File: config.mk
export PLATFORM = sky130hd
export DESIGN_NAME = systolic_ctrl
export DESIGN_NICKNAME = d
export VERILOG_FILES = /design/src/rtl/systolic_pkg.sv /design/src/rtl/systolic_ctrl.sv
export SDC_FILE = /design/constraint.sdc
export NUM_CORES = 1
export LEC_CHECK = 0
export CAP_MARGIN = 20
export CORE_AREA = 2 2 47 49
export CTS_CLUSTER_DIAMETER = 30
export DETAILED_ROUTE_END_ITERATION = 8
export DIE_AREA = 0 0 49 51
export GPL_TIMING_DRIVEN = 0
export PLACE_DENSITY_LB_ADDON = 0.12
export SETUP_SLACK_MARGIN = 0.4
export SLEW_MARGIN = 10
export SYNTH_ARGS = -nofsm -noshare
export SYNTH_HDL_FRONTEND = slang
export SYNTH_SLANG_ARGS = --single-unit
File: constraint.sdc
create_clock -name clk -period 5.3 [get_ports clk]
set_input_delay 0.53 -clock clk [delete_from_list [all_inputs] [get_ports clk]]
set_output_delay 0.53 -clock clk [all_outputs]
set_load 0.02 [all_outputs]
File: src/rtl/systolic_pkg.sv
// Shared types and defaults for the systolic array controller.
package systolic_pkg;

  localparam int DIM_DEF = 8;

  typedef enum logic [1:0] {
    S_IDLE    = 2'd0,
    S_CLEAR   = 2'd1,
    S_COMPUTE = 2'd2,
    S_DONE    = 2'd3
  } state_t;

endpackage

File: src/rtl/systolic_ctrl.sv
// Sequencer for one DIM x DIM matrix-multiply pass:
// clear accumulators row by row, stream skewed A/B feeds, then pulse done.
// Pure control; no operand data passes through here.
module systolic_ctrl
  import systolic_pkg::*;
#(
  parameter int DIM = DIM_DEF,
  parameter int KW  = $clog2(3*DIM)
) (
  input  logic           clk,
  input  logic           rst_n,
  input  logic           start,
  input  logic           abort,
  output logic           busy,
  output logic           done,
  output logic [DIM-1:0] clr_row_wren,
  output logic           mac_en,
  output logic [KW-1:0]  k_idx,
  output logic [DIM-1:0] a_row_vld,
  output logic [DIM-1:0] b_col_vld
);

  // Terminal counts; the counter never wraps, these compares end each phase.
  localparam logic [KW-1:0] CLR_LAST = KW'(DIM - 1);
  localparam logic [KW-1:0] CMP_LAST = KW'(3*DIM - 3);

  state_t        state, state_nx;
  logic [KW-1:0] cnt, cnt_nx;
  logic [DIM-1:0] skew_vld;

  // State and phase counter registers.
  always_ff @(posedge clk or negedge rst_n) begin
    if (!rst_n) begin
      state <= S_IDLE;
      cnt   <= '0;
    end else begin
      state <= state_nx;
      cnt   <= cnt_nx;
    end
  end

  // Next state plus Moore outputs decoded from state/counter only.
  always_comb begin
    state_nx     = state;
    cnt_nx       = cnt;
    busy         = 1'b0;
    done         = 1'b0;
    clr_row_wren = '0;
    mac_en       = 1'b0;
    k_idx        = '0;
    case (state)
      S_IDLE: begin
        if (start) begin
          state_nx = S_CLEAR;
          cnt_nx   = '0;
        end
      end
      S_CLEAR: begin
        busy         = 1'b1;
        clr_row_wren = {{(DIM-1){1'b0}}, 1'b1} << cnt;
        if (abort) begin
          state_nx = S_IDLE;
          cnt_nx   = '0;
        end else if (cnt == CLR_LAST) begin
          state_nx = S_COMPUTE;
          cnt_nx   = '0;
        end else begin
          cnt_nx = cnt + 1'b1;
        end
      end
      S_COMPUTE: begin
        busy   = 1'b1;
        mac_en = 1'b1;
        k_idx  = cnt;
        if (abort) begin
          state_nx = S_IDLE;
          cnt_nx   = '0;
        end else if (cnt == CMP_LAST) begin
          state_nx = S_DONE;
          cnt_nx   = '0;
        end else begin
          cnt_nx = cnt + 1'b1;
        end
      end
      S_DONE: begin
        // abort is deliberately not looked at here: the pass already finished.
        busy     = 1'b1;
        done     = 1'b1;
        state_nx = S_IDLE;
        cnt_nx   = '0;
      end
      default: begin
        state_nx = S_IDLE;
        cnt_nx   = '0;
      end
    endcase
  end

  // Diagonal skew: lane i is live for DIM cycles starting at k_idx == i.
  // k_idx is already 0 outside COMPUTE, so mac_en gates the idle case.
  for (genvar i = 0; i < DIM; i++) begin : g_skew
    always_comb begin
      skew_vld[i] = mac_en &&
                    ({1'b0, k_idx} >= (KW+1)'(i)) &&
                    ({1'b0, k_idx} <  (KW+1)'(i + DIM));
    end
  end

  // Rows of A and columns of B share the same skew pattern.
  assign a_row_vld = skew_vld;
  assign b_col_vld = skew_vld;

endmodule

==> flow_summary.json <==
{
  "grt_pass1_wl_um": 3098,
  "gp_congestion": 0.7856,
  "finalPower_uw": 316.4,
  "wl_per_cell_um": 10.33,
  "relSlewSlack_pct": 74.56,
  "worst-path-max-fanout": 9,
  "outcome": "finished, final reports clean",
  "drive_gt1_share_pct": 16.11,
  "seqCellArea_um2": 175.2,
  "setup_tns_ns": 0,
  "ys_ff_latch": 7,
  "antenna_cells": 0,
  "synth_edf_count": 0,
  "setup_viol": 0,
  "numCtsBuffers": 3,
  "clk_pin_slew_worst_paths_ns": 0.05,
  "viasPerCell": 4.774,
  "core_area_um2": 2063,
  "row_count": 17,
  "crit_type": "register to output port",
  "final-hold-violation-count": 0,
  "dieArea_um2": 2499,
  "peakVddDrop_mv": 0.2292,
  "start_util_pct": 41.48,
  "clockBufferDepth": 2,
  "syn_nets": 121,
  "post-route-cell-area_um2": 1267,
  "antenna_found_initial": 0,
  "cts_hold_buf": 0,
  "yosys_warnings": 0,
  "die_h_um": 51,
  "synth.distinct_cells": 34,
  "maxCapViolations": 0,
  "worstRegToRegCells": 7,
  "grt_overflow": 0,
  "io_pins": 36,
  "tightestPinTransition_ns": 0.3817,
  "dpl_cell_area_um2": 1241,
  "startpoint_type": "register",
  "postRouteAntennaNets": 0,
  "postLayoutCoreUtil_pct": 61.43,
  "firstDrtPassIters": 5,
  "cts-root-buf": "clkbuf_4",
  "fin_skew_ns": 0.0004880,
  "reg2reg_setup_slack_ns": 3.42,
  "cts_max_level": 1,
  "grt_pass1_vias": 727,
  "seq_area_frac_synth_pct": 20.47,
  "fmax_mhz": 356.0,
  "first_iter_violations": 10,
  "synth.cell_area_um2": 855.8,
  "cts_tree": "yes",
  "finalMaxSlewViolations": 0,
  "clock_latency_ns": 0.24,
  "worstPathArrival_ns": 2.28,
  "final_common_cell": "clkdlybuf4s50_1",
  "post-cts-setup-buffers": 0,
  "synth-main-ff-cell": "dfrtp_1",
  "via_count": 845,
  "hold_class": "input port to asynchronous set/reset pin",
  "grt.total_usage_pct": 15.55,
  "die_w_um": 49,
  "multi_input_area_um2": 550.5,
  "fin_crit_ns": 2.809,
  "cp.required_ns": 4.77,
  "power_density_nw_per_um2": 249.7,
  "final_cell_count_no_fill": 177,
  "cts-resized-gates": 0,
  "end_kind": "output port",
  "final_cell_mix": "clkdlybuf4s50_1 (35), nor2_1 (19), nand2_1 (11)",
  "final_nets": 161,
  "drcViolationCount": 0,
  "syn_area_per_cell_um2": 7.780,
  "fillers": 211,
  "finalWirelength_um": 1829,
  "portBuffers": 35,
  "async_reset_ff_share_pct": 100.0,
  "area_delta_synth_final_pct": 48.10,
  "clock_sinks": 7,
  "grt_max_degree": 11,
  "rsz0062_at_grt": "no",
  "timing.rr.start": "cnt[1]",
  "synthCells": 110,
  "placed_cells": 173,
  "period_share_pct": 53.00,
  "p_leak_nw": 0.5277,
  "hpwlAfterDp_um": 1549,
  "r2r_end": "state[0]"
}
## cell families (layout without fill, tap and decap cells)
family	after synthesis	count (layout)	synth area share (%)
simple gates	54	54	32.75
buf+inv	21	60	15.20
mux	2	2	2.924
compound gates	12	12	11.26
flops	7	7	20.47
xor+xnor	7	7	7.164
fa+ha+maj	7	7	10.23
## layer usage
metal	track usage, %	up-vias	part of all wire (%)
li1	-	429	-
met5	0	-	0
met1	19.64	386	43
met2	28.54	28	51
met3	0.2924	2	4.5
met4	5.714	0	0.93
## registers in the layout, indices dropped and copies added (netlist names)
signal / flops
cnt: 5
state: 2
## area by class of cell
cell class	count	area share, %
plain buffers	14	8.193
clock buffers	4	2.073
inverters	7	2.073
multi-input cells	82	43.44
flip-flops and latches	7	13.82
well taps	28	2.764
repair buffers	35	27.64
## where the power goes
part	internal [mW]	switching (mW)	leakage (nW)	total, mW
registers	0.0622	0.00823	0.0947	0.0704
logic	0.0871	0.113	0.418	0.200
clock network	0.0286	0.0173	0.0150	0.0458
total	0.178	0.139	0.528	0.316
## stage by stage
step | hold slack (ns) | setup slack (ns)
finish | 0.5310 | 2.491
global placement | 0.5748 | 2.769
CTS | 0.5297 | 2.456
floorplan | 0.2344 | 3.097
global route | 0.5636 | 2.332
detailed placement | 0.5882 | 2.727
## worst max-delay path: stages (launching register included)
cell,delay [ns]
dfrtp_1,0.41
inv_1,0.12
ha_1,0.35
nand2_1,0.24
nor2_1,0.20
buf_4,0.13
clkdlybuf4s50_1,0.59
## worst max path at each step
stage / endpoint / slack (ns) / cells past startpoint / startpoint
after floorplan: b_col_vld[1] / 3.10 / 5 / state[0]
after global placement: b_col_vld[4] / 2.77 / 6 / state[0]
after detailed placement: b_col_vld[6] / 2.73 / 6 / state[0]
after CTS: b_col_vld[7] / 2.46 / 6 / state[0]
after global routing: b_col_vld[0] / 2.33 / 6 / state[0]
final: b_col_vld[7] / 2.49 / 6 / state[0]
## Yosys cell counts (2+ instances only)
cell type	instances	area, um^2
inv_1	6	22.52
buf_2	2	10.01
and2_1	4	25.02
nor2_1	19	71.32
o21ai_0	3	15.01
nand3_1	3	15.01
clkbuf_1	2	7.510
nand2b_1	2	12.51
dfrtp_1	7	175.2
ha_1	7	87.58
xnor2_1	7	61.31
nand3b_1	2	15.01
a21oi_1	3	15.01
o21ai_1	2	10.01
nand2_1	11	41.29
buf_4	8	60.06
nor3_1	5	25.02
No activity file was read; power rests on OpenSTA's default activity.
